<file path="config.mk">
export PLATFORM = sky130hd
export DESIGN_NAME = pipeline_ctrl
export DESIGN_NICKNAME = d
export VERILOG_FILES = /design/src/rtl/pipeline_ctrl.sv
export SDC_FILE = /design/constraint.sdc
export NUM_CORES = 1
export LEC_CHECK = 0
export ABC_AREA = 1
export BUFFER_PORTS_ARGS = -buffer_cell sky130_fd_sc_hd__buf_2
export CORE_AREA = 2 2 109 111
export CTS_CLUSTER_SIZE = 28
export DETAILED_ROUTE_END_ITERATION = 6
export DIE_AREA = 0 0 111 113
export GPL_ROUTABILITY_DRIVEN = 0
export PLACE_DENSITY = 0.51
export SYNTH_ARGS = -nofsm -noshare
export SYNTH_HDL_FRONTEND = slang
export SYNTH_SLANG_ARGS = --single-unit
</file>
<file path="constraint.sdc">
create_clock -name clk -period 1.9 [get_ports clk]
set_input_delay 0.19 -clock clk [delete_from_list [all_inputs] [get_ports clk]]
set_output_delay 0.19 -clock clk [all_outputs]
set_load 0.01 [all_outputs]
</file>
<file path="src/rtl/pipeline_ctrl.sv">
// Pipeline sequencing controller: stage enables, flushes, PC select,
// virtual write-back register and saturating performance counters.
module pipeline_ctrl #(
  parameter int CNT_W = 16
) (
  input  logic             clk,
  input  logic             rst,
  input  logic             Need_Stall,
  input  logic             EX__Branch_Taken,
  input  logic             Mem_Wait,
  input  logic [4:0]       MEMwb__Rdst,
  input  logic             MEMwb__R_WE,
  input  logic             Cnt_Clr,
  output logic             PC_WE,
  output logic             PC_Src,
  output logic             IFid__WE,
  output logic             IFid__Flush,
  output logic             IDex__WE,
  output logic             IDex__Flush,
  output logic             EXmem__WE,
  output logic             MEMwb__WE,
  output logic [4:0]       VWB__Rdst,
  output logic             VWB__R_WE,
  output logic             BubbleMA,
  output logic [CNT_W-1:0] Stall_Cnt,
  output logic [CNT_W-1:0] Flush_Cnt,
  output logic [CNT_W-1:0] Freeze_Cnt,
  output logic             Stall_Err
);

  localparam logic [CNT_W-1:0] ONE = {{(CNT_W-1){1'b0}}, 1'b1};

  logic             frz, fls, stl;
  logic [4:0]       vwb_rdst_q, vwb_rdst_d;
  logic             vwb_rwe_q, vwb_rwe_d;
  logic             bubble_q, bubble_d;
  logic             hist_q, hist_d;
  logic             err_q, err_d;
  logic [CNT_W-1:0] stall_cnt_q, stall_cnt_d;
  logic [CNT_W-1:0] flush_cnt_q, flush_cnt_d;
  logic [CNT_W-1:0] freeze_cnt_q, freeze_cnt_d;

  function automatic logic [CNT_W-1:0] sat_inc(
    input logic [CNT_W-1:0] v,
    input logic             en
  );
    return (en && (v != '1)) ? v + ONE : v;
  endfunction

  // Mutually exclusive decode of the priority chain
  assign frz = Mem_Wait;
  assign fls = !Mem_Wait && EX__Branch_Taken;
  assign stl = !Mem_Wait && !EX__Branch_Taken && Need_Stall;

  always_comb begin
    PC_WE       = 1'b1;
    PC_Src      = 1'b0;
    IFid__WE    = 1'b1;
    IFid__Flush = 1'b0;
    IDex__WE    = 1'b1;
    IDex__Flush = 1'b0;
    EXmem__WE   = 1'b1;
    MEMwb__WE   = 1'b1;
    if (rst) begin
      IFid__Flush = 1'b1;
      IDex__Flush = 1'b1;
    end else begin
      unique case (1'b1)
        frz: begin
          PC_WE     = 1'b0;
          IFid__WE  = 1'b0;
          IDex__WE  = 1'b0;
          EXmem__WE = 1'b0;
          MEMwb__WE = 1'b0;
        end
        fls: begin
          PC_Src      = 1'b1;
          IFid__Flush = 1'b1;
          IDex__Flush = 1'b1;
        end
        stl: begin
          PC_WE       = 1'b0;
          IFid__WE    = 1'b0;
          IDex__Flush = 1'b1;
        end
        default: ;
      endcase
    end
  end

  always_comb begin
    vwb_rdst_d   = vwb_rdst_q;
    vwb_rwe_d    = vwb_rwe_q;
    bubble_d     = bubble_q;
    hist_d       = hist_q;
    err_d        = err_q;
    stall_cnt_d  = stall_cnt_q;
    flush_cnt_d  = flush_cnt_q;
    freeze_cnt_d = freeze_cnt_q;
    if (!Mem_Wait) begin
      vwb_rdst_d = MEMwb__Rdst;
      vwb_rwe_d  = MEMwb__R_WE;
      bubble_d   = stl;
      hist_d     = stl;
    end
    if (Cnt_Clr) begin
      err_d        = 1'b0;
      stall_cnt_d  = '0;
      flush_cnt_d  = '0;
      freeze_cnt_d = '0;
    end else begin
      err_d        = err_q || (stl && hist_q);
      stall_cnt_d  = sat_inc(stall_cnt_q, stl);
      flush_cnt_d  = sat_inc(flush_cnt_q, fls);
      freeze_cnt_d = sat_inc(freeze_cnt_q, frz);
    end
  end

  always_ff @(posedge clk) begin
    if (rst) begin
      vwb_rdst_q   <= '0;
      vwb_rwe_q    <= 1'b0;
      bubble_q     <= 1'b0;
      hist_q       <= 1'b0;
      err_q        <= 1'b0;
      stall_cnt_q  <= '0;
      flush_cnt_q  <= '0;
      freeze_cnt_q <= '0;
    end else begin
      vwb_rdst_q   <= vwb_rdst_d;
      vwb_rwe_q    <= vwb_rwe_d;
      bubble_q     <= bubble_d;
      hist_q       <= hist_d;
      err_q        <= err_d;
      stall_cnt_q  <= stall_cnt_d;
      flush_cnt_q  <= flush_cnt_d;
      freeze_cnt_q <= freeze_cnt_d;
    end
  end

  assign VWB__Rdst  = vwb_rdst_q;
  assign VWB__R_WE  = vwb_rwe_q;
  assign BubbleMA   = bubble_q;
  assign Stall_Err  = err_q;
  assign Stall_Cnt  = stall_cnt_q;
  assign Flush_Cnt  = flush_cnt_q;
  assign Freeze_Cnt = freeze_cnt_q;

endmodule

</file>
Yosys cells after proc, flatten, opt, wreduce, memory -nomap -nowiden --
Index checks and enable logic that the tools add are counted.
Storage, ports and cells: bits in registers 56, bits of input ports 12, output and inout port bits 64, logic and storage cells 35
Cells by class: add/sub/neg operators 3, equal/unequal tests 3, muxes and demuxes 9, reduce and logical (&&, ||, !) cells 13
Operators by type and width (number):
- 16-bit by 1-bit adder with 16-bit output (second input constant) | 3
- 16-bit inequality test (second input constant) | 3
- 1-bit 2-to-1 mux | 9
- 1-bit logical AND | 7
- 2-bit OR reduction | 3
- 1-bit logical NOT | 2
- 1-bit logical OR | 1

Logic depth before layout (Yosys ltp) --
Gate-level depths: netlist of the first run.
depth after elaboration 6, mapped depth 9, gate-level depth less buffers 9

Worst setup path before layout of the first run --
Ideal clock, no wire load.
path kind reg-to-reg, start point register flush_cnt_q[0], in the netlist Flush_Cnt[0], end point register flush_cnt_q[13], in the netlist Flush_Cnt[13], library setup time 0.115 ns, arrival time 1.345 ns, data required time 1.785 ns, setup slack 0.440 ns, stages on the path, launching flop included 8, path buffers 1, clock period less this slack 1.460 ns, path through dfxtp_1 -> ha_1 -> inv_1 -> nor2_2 -> nand4_4 -> buf_6 -> a21oi_1 -> nor2_1
On the way: cells in the longest elaborated chain, start to end 2, elaborated cells on any way between the ends 3, those cells by class add/sub: 1; eq/ne: 1; reduce/logical: 1
RTL lines:
- start: declaration | line 40 | logic [CNT_W-1:0] flush_cnt_q, flush_cnt_d;
- start signal: assignment | line 136 | flush_cnt_q <= flush_cnt_d;
- branches (longest 2 deep; another with 16-bit by 1-bit adder with 16-bit output)
Parallel ways; which one is timed is not known. A chain may end at the register's enable or synchronous reset.

Worst setup path in the final report of the first run --
start point register freeze_cnt_q[0], in the netlist Freeze_Cnt[0], end point register freeze_cnt_q[0], in the netlist Freeze_Cnt[0]
On the way: cells in the longest elaborated chain, start to end 2, elaborated cells on any way between the ends 3, those cells by class add/sub: 1; eq/ne: 1; reduce/logical: 1
RTL lines:
- start: declaration | line 41 | logic [CNT_W-1:0] freeze_cnt_q, freeze_cnt_d;
- start signal: assignment | line 137 | freeze_cnt_q <= freeze_cnt_d;
- branches (longest 2 deep; another with 16-bit by 1-bit adder with 16-bit output)
Parallel ways; which one is timed is not known.

==> results of run 1 <==
cells by family after synthesis:
family | Yosys count
simple gates | 356
fa+ha+maj | 3
compound gates | 37
buf+inv | 47
flops | 56
worst max-delay path, stage by stage (launching register included):
cell and delay, ns:
dfxtp_1 0.40, ha_1 0.24, nand2_1 0.08, nor2_2 0.17, nand2_1 0.09, nor2_2 0.21, nor2_1 0.11, nand2_1 0.07
nand2_1 0.04, nor2_1 0.09
layout by cell type, fill, tap and decap left out, drive strengths merged:
cell type  count
nand2        145
o21ai         11
ha             3
clkbuf         8
nor2         160
nand3         44
nand4          6
inv           36
buf           78
and2           1
a21oi         26
dfxtp         56
how the worst min path moves through the flow:
stage / startpoint / slack [ns] / depth (start not counted) / to
after floorplan: MEMwb__R_WE / 0.34 / 2 / VWB__R_WE$_SDFFE_PP0N_
after global placement: MEMwb__Rdst[3] / 0.43 / 3 / VWB__Rdst[3]$_SDFFE_PP0N_
after detailed placement: MEMwb__Rdst[3] / 0.44 / 3 / VWB__Rdst[3]$_SDFFE_PP0N_
after CTS: MEMwb__Rdst[3] / 0.12 / 3 / VWB__Rdst[3]$_SDFFE_PP0N_
after global routing: MEMwb__R_WE / 0.15 / 3 / VWB__R_WE$_SDFFE_PP0N_
final: MEMwb__R_WE / 0.13 / 3 / VWB__R_WE$_SDFFE_PP0N_
stage by stage:
step | setup slack [ns] | hold slack, ns
6_report | 0.3424 | 0.1319
3_3_place_gp | 0.3969 | 0.4339
3_5_place_dp | 0.3273 | 0.4364
5_1_grt | 0.1746 | 0.1459
2_1_floorplan | 0.4400 | 0.3416
4_1_cts | 0.3051 | 0.1243
layout make-up:
class / count / area [sq um] / share of cell area
tap: 143 / 178.9 / 0.04735
inverter: 36 / 135.1 / 0.03576
multi-input combinational: 396 / 1799 / 0.4762
clock buffer: 8 / 146.4 / 0.03874
sequential: 56 / 1121 / 0.2967
timing repair buffer: 78 / 397.9 / 0.1053
state kept, by name, summed over array words and instances, names as in the netlist:
| signal | cells |
|---|---|
| VWB__Rdst | 5 |
| hist_q | 1 |
| Freeze_Cnt | 16 |
| Stall_Cnt | 16 |
| Stall_Err | 1 |
| Flush_Cnt | 16 |
| VWB__R_WE | 1 |
layer usage:
layer	GRT usage	part of all wire	vias to the layer above	wire length [um]
met5	0	0	-	0
met4	0.03917	0.011	0	89
met3	0.03535	0.045	5	360
li1	-	-	1705	-
met1	0.1616	0.47	1416	3802
met2	0.2217	0.47	49	3767
power by group through the flow:
stage / clock network (uW) / registers, uW / logic (uW)
after floorplan: 0 / 1230 / 87.7
after global placement: 0 / 1220 / 149
after detailed placement: 0 / 1220 / 151
after CTS: 1000 / 1200 / 151
after global routing: 1040 / 1200 / 169
final: 960 / 1200 / 148
==> metrics, run 1 <==
Post-Syn Area=3119 sq um; layout net count=588; Area growth syn-to-layout=21.14%; vias per cell=4.428; clk buf depth=2; maximum vdd drop=0.0003976 V; Sw Ratio=0.2319; Hold-fix buffers, CTS=0; Placed Area=3632 sq um; clock buffer count from CTS=5; most frequent cells after synthesis=141 x nor2_1, 138 x nand2_1, 56 x dfxtp_1, 42 x nand3_1, 35 x inv_1; clock power share=0.417; cell taking the most area after synthesis=dfxtp_1; Max Cap Viol=0; initial antenna violation count=0; Setup Buffers After CTS=0; CTS tree=built; clk_lat worst skew=0.30 ns; top-count cell post-synth=nor2_1; Post-Synthesis Cells=499; final hold vios=0; Synth cell types=22; total gr overflow=0; largest family of logic cells by synthesized area=simple AND/OR/NAND/NOR gates; Synth Area in Simple Gates=0.5018; CTS resizes=0; via count=3175; crit path launch=Freeze_Cnt[0]$_SDFFE_PP0P_; die width=111 um; global-route wire length before repair=13550 um; WL/cell=11.19 um; Worst-Margin Slew=0.3761 ns; number of synthesized flops with an enable pin=0; total power=2304 uW; share of layout cells above drive strength 1=0.2056; core area=11270 sq um; Clock Sink Count=56; vias in the first global route=2927; HPWL Detailed=5985 um; Tmin final=1.558 ns; top cell type's share of synthesized area=0.3594; row count=39; total die area=12540 sq um; min-delay worst type=input pin to flop; setup TNS=0 ns; fillcell total=1246; sequential power share=0.519; Slew Limit Fails=0; Setup Skew=0.005807 ns; Most used DFF post-synth=dfxtp_1; f_max=0.6420 GHz; Post-Layout Cell Count=717; crit path capture type=flop; Clk pin slew, worst setup/hold paths=0.07 ns; relative slew slack=0.7486; reg2reg path depth=9; ANT cells=0; worst r2r dst=Freeze_Cnt[0]$_SDFFE_PP0P_; Max FO, Critical Path=5; Async S/R FF share, synth=0; Synth Area in Adders=0.01203; final WL=8020 um; post-synthesis compound-gate area fraction=0.06057; Final Setup Violations=0; outcome=finished clean; synthesized flop and latch total=56; Switch Pwr=534.5 uW; CP Class=flop to flop; Syn Nets=514; DR DRC count=0; Yosys warning total=0; post-layout util=0.3352; IO buf count=75; Combinational Power Share=0.064; Syn Area/Cell=6.251 sq um; WP data required=2.13 ns; Pwr per Cell Area=609.9 nW/um^2; Worst Setup EP=Freeze_Cnt[0]$_SDFFE_PP0P_; clock root buffer=clkbuf_16; largest net degree at the start of global routing=19; DP Cell Count=709; Worst Path Arrival=1.79 ns; RSZ-0062 raised after global routing=false; # IOs=76; initial drt markers=124; Final period util=0.8198; drt pass-1 iters=4; internal power=1770 uW; Worst setup SP type=flop; post-synthesis xor/xnor area fraction=0; mux contribution to synthesized area=0; post-route ant nets=0; H-tree Lvls=2; R2R setup slack=0.34 ns; Seq/Total Area, Yosys=0.3594; GRT Overall Usage=0.1301; Vert. Die Dim=113 um; fin area=3779 sq um; Starting Density=0.2767; leakage power=0.001524 uW; Area contributors post-synth=dfxtp_1 36%, nor2_1 17%, nand2_1 17%, nand3_1 6.7%, inv_1 4.2%; Crit Reg-Reg Startpoint=Freeze_Cnt[0]$_SDFFE_PP0P_
Note: power is estimated with default switching activity, not from simulation.
==> run 2: changes to the inputs <==
Clock period 1.9 ns to 1.45 ns, I/O delays scaled along.
==> run 2 against run 1 <==
Compared with the run above: die area unchanged; sequential power increased by 31%; hold slack got worse by 0.047 ns; clock skew about the same; flip-flop and latch count unchanged; critical endpoint is now Freeze_Cnt[10]$_SDFFE_PP0P_; largest cell class unchanged; largest power group unchanged; highest routed layer unchanged.
==> metrics, run 2 (same netlist as run 1, synthesis figures left out) <==
post-route ant nets=0; H-tree Lvls=2; Switch Pwr=699.8 uW; clk buf depth=2; layout net count=624; f_max=0.7305 GHz; Area growth syn-to-layout=36.86%; GRT Overall Usage=0.1343; most frequent cells in the layout=131 x nand2_1, 127 x nor2_1, 75 x buf_2; fin area=4269 sq um; HPWL Detailed=6396 um; Max FO, Critical Path=8; crit path launch=Freeze_Cnt[0]$_SDFFE_PP0P_; global-route wire length before repair=13780 um; initial drt markers=129; vias per cell=4.496; maximum vdd drop=0.0003979 V; sequential power share=0.530; area of the multi-input gates=1971 sq um; Pwr per Cell Area=694.0 nW/um^2; CTS tree=built; row count=39; Final period util=0.9441; Worst Path Arrival=1.56 ns; # IOs=76; IO buf count=75; Worst-Margin Slew=0.3451 ns; DR DRC count=0; clock buffer count from CTS=5; commonest non-fill, non-tap cell in the layout=nand2_1; crit path cell chain=ha_4, nand2_2, nor2_4, buf_6, nand4_4, a21oi_2, nor2_1; Crit path max-delay family=simple AND/OR/NAND/NOR gates; vias in the first global route=2970; Combinational Power Share=0.076; Slew Limit Fails=0; core area=11270 sq um; Hold Startpoint=MEMwb__Rdst[0]; clock root buffer=clkbuf_16; via count=3372; WP data required=1.64 ns; die width=111 um; largest net degree at the start of global routing=17; total gr overflow=0; Max stage delay on crit path=0.36 ns; total power=2963 uW; final WL=8637 um; ANT cells=0; Final Setup Violations=0; Clock Sink Count=56; WP buf/inv=1; Max Cap Viol=0; Tmin final=1.369 ns; WL/cell=11.52 um; post-layout util=0.3787; CP Class=flop to flop; share of layout cells above drive strength 1=0.3410; fillcell total=1205; relative slew slack=0.7694; Starting Density=0.2767; clock power share=0.394; crit path capture type=flop; initial antenna violation count=0; leakage power=0.001745 uW; Vert. Die Dim=113 um; Sw Ratio=0.2362; Setup Skew=0.005935 ns; min-delay worst type=input pin to flop; final hold vios=0; drt pass-1 iters=4; Crit Reg-Reg Startpoint=Freeze_Cnt[0]$_SDFFE_PP0P_; Register Area=1157 sq um; Worst setup SP type=flop; total die area=12540 sq um; Placed Area=3819 sq um; Clk pin slew, worst setup/hold paths=0.07 ns; setup TNS=0 ns; internal power=2263 uW; clk_lat worst skew=0.30 ns; CP max-delay cell=dfxtp_2; outcome=finished clean
## run 2: final cells by class
cell class | instances | area share
Tap cell | 143 | 0.04191
Clock buffer | 5 | 0.02931
Sequential cell | 56 | 0.2711
Multi-Input combinational cell | 397 | 0.4616
Timing Repair Buffer | 113 | 0.1644
Inverter | 36 | 0.03165
## run 2: final timing paths
kind / cells past startpoint / endpoint / slack [ns]
setup / recovery: 7 / Freeze_Cnt[10]$_SDFFE_PP0P_ / 0.08
hold / removal: 3 / VWB__Rdst[0]$_SDFFE_PP0N_ / 0.09
setup reg to reg: 7 / Freeze_Cnt[10]$_SDFFE_PP0P_ / 0.08
hold reg to reg: 2 / Stall_Err$_SDFF_PP0_ / 0.48
## run 2: per-stage QoR
stage | cells | hold WS [ns] | worst slack [ns]
3_5_place_dp | 732 | 0.3992 | -0.01926
2_1_floorplan | 499 | 0.2966 | 0.01028
4_1_cts | 739 | 0.07869 | 0.01708
3_3_place_gp | 732 | 0.3896 | 0.01142
6_report | 750 | 0.08530 | 0.08101
5_1_grt | 750 | 0.08846 | -0.003261
## run 2: tightest hold or removal path: cells and delay by family
family | cells | cell delay, ns
AND/OR/NAND/NOR | 1 | 0.07
buffers and inverters | 1 | 0.07
AO/OA/AOI/OAI | 1 | 0.06
## run 2: power groups by stage
stage / Combinational (uW) / Sequential, uW / Clock (uW)
6_report: 226 / 1570 / 1170
3_5_place_dp: 225 / 1600 / 0
4_1_cts: 225 / 1570 / 1230
3_3_place_gp: 221 / 1600 / 0
5_1_grt: 255 / 1570 / 1290
2_1_floorplan: 115 / 1610 / 0
## run 2: metal layers
| metal | share of wire | routed length, um | global-route usage | vias to the layer above |
|---|---|---|---|---|
| met4 | 0.015 | 127 | 0.05000 | 0 |
| li1 | - | - | - | 1787 |
| met1 | 0.45 | 3900 | 0.1563 | 1528 |
| met5 | 0 | 0 | 0 | - |
| met3 | 0.042 | 363 | 0.03642 | 8 |
| met2 | 0.49 | 4245 | 0.2372 | 49 |
## run 2: what timing repair did
action,in CTS,in global routing
gates cloned,0,1
resized for setup,2,67
pin swaps,1,19
hold buffers,0,0
setup buffers,2,10
endpoints found under the setup margin,7,41
